`src/rtl/mem_read_sched.sv`:
```
// Purpose: sequences one 2-D tile-read job onto lane 0 of the skewed BRAM read fan-out.
// Latency: first rd_en one cycle after start; done R*L+N cycles after start when unstalled.
// Backpressure: stall suppresses the next issue and freezes the counters; the drain ignores stall.
module mem_read_sched #(
    parameter int N      = 4,
    parameter int ADDR_W = 12,
    parameter int LEN_W  = 8
) (
    input  logic              clk,
    input  logic              rst,
    input  logic              start,
    input  logic [ADDR_W-1:0] base_addr,
    input  logic [LEN_W-1:0]  num_rows,
    input  logic [LEN_W-1:0]  row_len,
    input  logic [ADDR_W-1:0] row_stride,
    input  logic              stall,
    output logic              rd_en,
    output logic [ADDR_W-1:0] rd_addr,
    output logic              busy,
    output logic              done
);

    typedef enum logic [1:0] {S_IDLE, S_READ, S_DRAIN, S_DONE} state_t;

    typedef struct packed {
        logic [LEN_W-1:0]  rows;
        logic [LEN_W-1:0]  len;
        logic [ADDR_W-1:0] stride;
    } cfg_t;

    // Drain counter only needs to reach N-2; keep at least one bit for N<=2.
    localparam int DCW = (N > 2) ? $clog2(N - 1) : 1;
    localparam logic [DCW-1:0] DRAIN_LAST = DCW'((N > 1) ? N - 2 : 0);

    state_t            state_q, state_nxt;
    cfg_t              cfg_q, cur_cfg;
    logic [LEN_W-1:0]  r_q, c_q, eff_r, eff_c, r_nxt, c_nxt;
    logic [ADDR_W-1:0] row_start_q, eff_rs, rs_nxt, cur_addr;
    logic              all_issued_q, all_issued_nxt;
    logic [DCW-1:0]    drain_q, drain_nxt;
    logic              cfg_nonzero, row_end, cur_last, issue;
    logic              rd_en_nxt, busy_nxt, done_nxt;
    logic [ADDR_W-1:0] rd_addr_nxt;

    // State register.
    always_ff @(posedge clk) begin
        if (rst) state_q <= S_IDLE;
        else     state_q <= state_nxt;
    end

    // Address generation: in IDLE the live inputs stand in for the captured job so the
    // first element can be issued on the same edge that accepts start.
    always_comb begin
        cur_cfg     = cfg_q;
        eff_r       = r_q;
        eff_c       = c_q;
        eff_rs      = row_start_q;
        cfg_nonzero = (num_rows != '0) && (row_len != '0);
        if (state_q == S_IDLE) begin
            cur_cfg = '{rows: num_rows, len: row_len, stride: row_stride};
            eff_r   = '0;
            eff_c   = '0;
            eff_rs  = base_addr;
        end
        cur_addr = eff_rs + ADDR_W'(eff_c);
        row_end  = (eff_c == cur_cfg.len - LEN_W'(1));
        cur_last = row_end && (eff_r == cur_cfg.rows - LEN_W'(1));
        issue    = !stall && (((state_q == S_IDLE) && start && cfg_nonzero) ||
                              ((state_q == S_READ) && !all_issued_q));
        r_nxt  = eff_r;
        c_nxt  = eff_c;
        rs_nxt = eff_rs;
        if (issue) begin
            if (row_end) begin
                c_nxt  = '0;
                r_nxt  = eff_r + LEN_W'(1);
                rs_nxt = eff_rs + cur_cfg.stride;
            end else begin
                c_nxt  = eff_c + LEN_W'(1);
            end
        end
        all_issued_nxt = ((state_q == S_IDLE) ? 1'b0 : all_issued_q) | (issue && cur_last);
        drain_nxt      = (state_q == S_DRAIN) ? drain_q + DCW'(1) : '0;
    end

    // Next-state logic; READ lingers one cycle after the last issue so the final
    // registered read is visible before the drain count begins.
    always_comb begin
        state_nxt = state_q;
        case (state_q)
            S_IDLE:  if (start) state_nxt = cfg_nonzero ? S_READ : S_DONE;
            S_READ:  if (all_issued_q) state_nxt = (N == 1) ? S_DONE : S_DRAIN;
            S_DRAIN: if (drain_q == DRAIN_LAST) state_nxt = S_DONE;
            S_DONE:  state_nxt = S_IDLE;
            default: state_nxt = S_IDLE;
        endcase
    end

    // Output decode: next values of the registered outputs.
    always_comb begin
        rd_en_nxt   = issue;
        rd_addr_nxt = issue ? cur_addr : rd_addr;
        busy_nxt    = (state_nxt != S_IDLE);
        done_nxt    = (state_nxt == S_DONE);
    end

    // Datapath and output registers.
    always_ff @(posedge clk) begin
        if (rst) begin
            cfg_q        <= '0;
            r_q          <= '0;
            c_q          <= '0;
            row_start_q  <= '0;
            all_issued_q <= 1'b0;
            drain_q      <= '0;
            rd_en        <= 1'b0;
            rd_addr      <= '0;
            busy         <= 1'b0;
            done         <= 1'b0;
        end else begin
            if ((state_q == S_IDLE) && start) cfg_q <= cur_cfg;
            r_q          <= r_nxt;
            c_q          <= c_nxt;
            row_start_q  <= rs_nxt;
            all_issued_q <= all_issued_nxt;
            drain_q      <= drain_nxt;
            rd_en        <= rd_en_nxt;
            rd_addr      <= rd_addr_nxt;
            busy         <= busy_nxt;
            done         <= done_nxt;
        end
    end

endmodule

```
`config.mk`:
```
export PLATFORM = sky130hd
export DESIGN_NAME = mem_read_sched
export DESIGN_NICKNAME = d
export VERILOG_FILES = /design/src/rtl/mem_read_sched.sv
export SDC_FILE = /design/constraint.sdc
export NUM_CORES = 1
export LEC_CHECK = 0
export ABC_AREA = 1
export CAP_MARGIN = 40
export CORE_UTILIZATION = 40
export CTS_CLUSTER_SIZE = 24
export DETAILED_ROUTE_END_ITERATION = 12
export GPL_TIMING_DRIVEN = 0
export PLACE_DENSITY = 0.56
export SYNTH_ARGS = -nofsm -noshare
export SYNTH_HDL_FRONTEND = slang
export SYNTH_SLANG_ARGS = --single-unit
```
`constraint.sdc`:
```
create_clock -name clk -period 5.01 [get_ports clk]
set_clock_uncertainty 0.1 [all_clocks]
set_input_delay 0.501 -clock clk [delete_from_list [all_inputs] [get_ports clk]]
set_output_delay 0.501 -clock clk [all_outputs]
set_load 0.05 [all_outputs]
```
==> reports/qor.yml <==
cells_and_area:
  fillers: 1326
  syn_to_final_growth_pct: 20.2
  final_nets: 887
  drive_gt1_share_pct: 11.2
  final_cells: 994
  diodes: 0
synthesis:
  synth_xor_area_share_pct: 5.05
  yosys.area_share.simple_pct: 32.0
  synth_ff_type: "dfxtp_1"
  synthesis.nets: 819
  synth-adder-area-share_pct: 6.54
  postSynthCellCount: 749
  muxShareOfSynthArea_pct: 0.384
  synth_compound_area_share_pct: 16.7
  synth_seq_cells: 76
  yosys_warnings: 0
  synth.distinct_cells: 47
  synth_top_family_by_area: "simple AND/OR/NAND/NOR gates"
  yosysSeqAreaShare_pct: 29.2
  syn_avg_cell_area_um2: 6.95
  synth-async-reset-ratio_pct: 0
  netlist_area_um2: 5210
  synth_edf_count: 0
clocking:
  htreeDepth: 3
  clk_pin_slew_ns: 0.06
  cts_sinks: 76
  cts_hold_buffers: 0
  cts_root_buf: "clkbuf_16"
  cts.repair_timing.setup_buffer_count: 0
  clk_latency_ns: 0.34
  clock_path_buffers: 2
  cts_tree: "yes"
  cts_buffers: 9
  ctsResizeCount: 0
critical_path:
  cp_top_family: "buffers and inverters"
  crit_path_frequent_cell: "nand2_1"
  end_kind: "register"
  crit_buf_inv: 7
  crit_type: "reg2reg"
  cp.arrival_ns: 4.68
  slowest_stage: "clkbuf_1"
  critPathRequiredTime_ns: 5.14
  max_stage_delay_ns: 0.50
  startpoint_type: "register"
  critPathMaxFanout: 10
  crit_chain: "nor2_4, buf_6, buf_6, buf_6, clkbuf_1, clkbuf_1, nand2_1, nand2_1, ha_1, inv_1, fa_1, o21ai_0, a21boi_0, o21ai_0, nand3_1, nand2_1, nand2_1, o221ai_1, inv_1"
global_route:
  grt_usage_pct: 23.9
  overflow: 0
  grt_max_degree: 12
  antenna_found_initial: 0
  grt_pass1_vias: 4858
  grt_pass1_wl_um: 24200
power:
  p_leak_nw: 2.81
  peakVddDrop_uv: 144
  powerDensity_nw_per_um2: 285
hold_path:
  hold_path_class: "reg2reg"
sta:
  rsz0062_at_grt: "false"
  hold_viol_final: 0
  finalCritPeriodShare_pct: 90.8
  fmax_mhz: 220
  min_period_ns: 4.55
  worst_slew_pin_slew_ns: 0.679
  slew_viol_final: 0
  fin_setup_tns_ns: 0
  relSlewSlack_pct: 54.7
  finalSetupViolations: 0
die:
  start_util_pct: 41.1
  core_area_um2: 12700
  die_w_um: 116
  dieArea_um2: 13500
  dieHeight_um: 116
  core.rowCount: 41
  io_pins: 59
placed_design:
  portBuffers: 57
  gp_congestion: 0.858
  dp.cells: 978
  dp_hpwl_um: 11700
routing:
  drc: 0
  drtPass1Iterations: 5
  routed_wl_um: 15200
  viasPerCell: 5.10
  initialDrtViolationCount: 264
  route.detailed.wl_per_inst_um: 15.3
  drtAntennaViolNets: 0
  vias: 5073
run:
  maxCapViolations: 0
run_status:
  outcome: "finished clean"
kinds of logic (layout without fill, tap and decap cells):
group	after synthesis	after routing
compound gates	157	157
flops	76	76
simple gates	336	336
buf+inv	122	195
mux	2	2
fa+ha+maj	26	26
xor+xnor	30	30
power by group:
part | switching (mW) | total (mW) | internal, mW
registers | 0.0178 | 0.660 | 0.642
logic | 0.327 | 0.516 | 0.189
clock network | 0.257 | 0.606 | 0.348
cell usage after synthesis, types with 2 or more instances:
| cell type | instances | area share (%) |
|---|---|---|
| xor2_1 | 22 | 3.7 |
| dfxtp_1 | 76 | 29 |
| fa_1 | 2 | 0.77 |
| nand2_1 | 170 | 12 |
| a21boi_0 | 2 | 0.29 |
| o21ai_1 | 7 | 0.67 |
| o21ai_0 | 68 | 6.5 |
| nor4_1 | 2 | 0.24 |
| mux2i_1 | 2 | 0.38 |
| nand4_1 | 11 | 1.3 |
| inv_1 | 87 | 6.3 |
| nand3_2 | 4 | 0.77 |
| buf_12 | 2 | 0.77 |
| o21ai_2 | 8 | 1.3 |
| nand3_4 | 2 | 0.67 |
| nor2_4 | 6 | 1.3 |
| nor2_2 | 3 | 0.36 |
| nand2_2 | 17 | 2.0 |
| a211oi_1 | 5 | 0.72 |
| nor2_1 | 60 | 4.3 |
| o22ai_1 | 2 | 0.24 |
| nor2_8 | 3 | 1.2 |
| xnor2_1 | 8 | 1.3 |
| a21o_1 | 2 | 0.29 |
| nand3_1 | 36 | 3.5 |
| buf_6 | 4 | 0.86 |
| nand2_4 | 11 | 2.4 |
| nor3_1 | 3 | 0.29 |
| or2_2 | 4 | 0.48 |
| clkbuf_1 | 16 | 1.2 |
| ha_1 | 24 | 5.8 |
| a21oi_1 | 55 | 5.3 |
| inv_2 | 7 | 0.50 |
| buf_2 | 4 | 0.38 |
| o211ai_1 | 2 | 0.29 |
worst paths after layout:
check	from	endpoint	slack (ns)	cells past startpoint
setup / recovery	state_q[0]	rd_addr[10]	0.46	19
hold / removal	drain_q[0]	drain_q[0]	0.32	1
setup reg to reg	state_q[0]	rd_addr[10]	0.46	19
hold reg to reg	drain_q[0]	drain_q[0]	0.32	1
routing by layer:
metal / GRT usage, % / share of wire [%] / vias to the layer above
li1: - / - / 2576
met1: 30.4 / 47 / 2350
met2: 41.4 / 47 / 128
met3: 3.17 / 4.0 / 19
met4: 8.80 / 1.9 / 0
met5: 0 / 0 / -
area by class of cell:
cell class              instances  area (µm²)  share of cell area, %
plain buffers                  27         173                   2.76
well taps                     172         215                   3.44
inverters                      95         357                   5.70
clock buffers                  14         254                   4.06
multi-input cells             551        3160                   50.4
repair buffers                 57         571                   9.12
flip-flops and latches         76        1520                   24.3
clock inverters                 2        10.0                  0.160
per-stage QoR:
step | total power [mW] | instance area (µm²) | hold WS [ns] | util, % | setup WS [ns]
finish | 1.78 | 6260 | 0.321 | 49.4 | 0.463
global route | 1.88 | 6260 | 0.343 | 49.4 | 0.155
CTS | 1.79 | 6260 | 0.320 | 49.4 | 0.470
detailed placement | 1.19 | 5990 | 0.312 | 47.3 | 0.506
global placement | 1.18 | 5990 | 0.301 | 47.3 | 0.514
floorplan | 1.03 | 5210 | 0.291 | - | 1.53
cell usage in the layout (no fill, tap or decap), drive strengths merged, types with 2 or more instances in the layout:
cell / Yosys / layout
nor2: 72 / 72
nand4: 13 / 13
inv: 94 / 94
fa: 2 / 2
xor2: 22 / 22
clkdlybuf4s50: 0 / 57
nand3: 42 / 42
o21ai: 83 / 83
clkbuf: 16 / 30
o211ai: 2 / 2
a21o: 2 / 2
nor3: 4 / 4
mux2i: 2 / 2
a211oi: 5 / 5
clkinv: 1 / 3
or2: 5 / 5
dfxtp: 76 / 76
a21boi: 2 / 2
nor4: 2 / 2
buf: 11 / 11
o22ai: 2 / 2
a21oi: 55 / 55
nand2: 198 / 198
xnor2: 8 / 8
ha: 24 / 24
sequential cells by signal, indices dropped and copies added (netlist names):
name          cells
all_issued_q      1
busy              1
c_q               8
cfg_q            28
done              1
drain_q           2
r_q               8
rd_addr          12
rd_en             1
row_start_q      12
state_q           2
No activity file was read; power rests on OpenSTA's default activity.
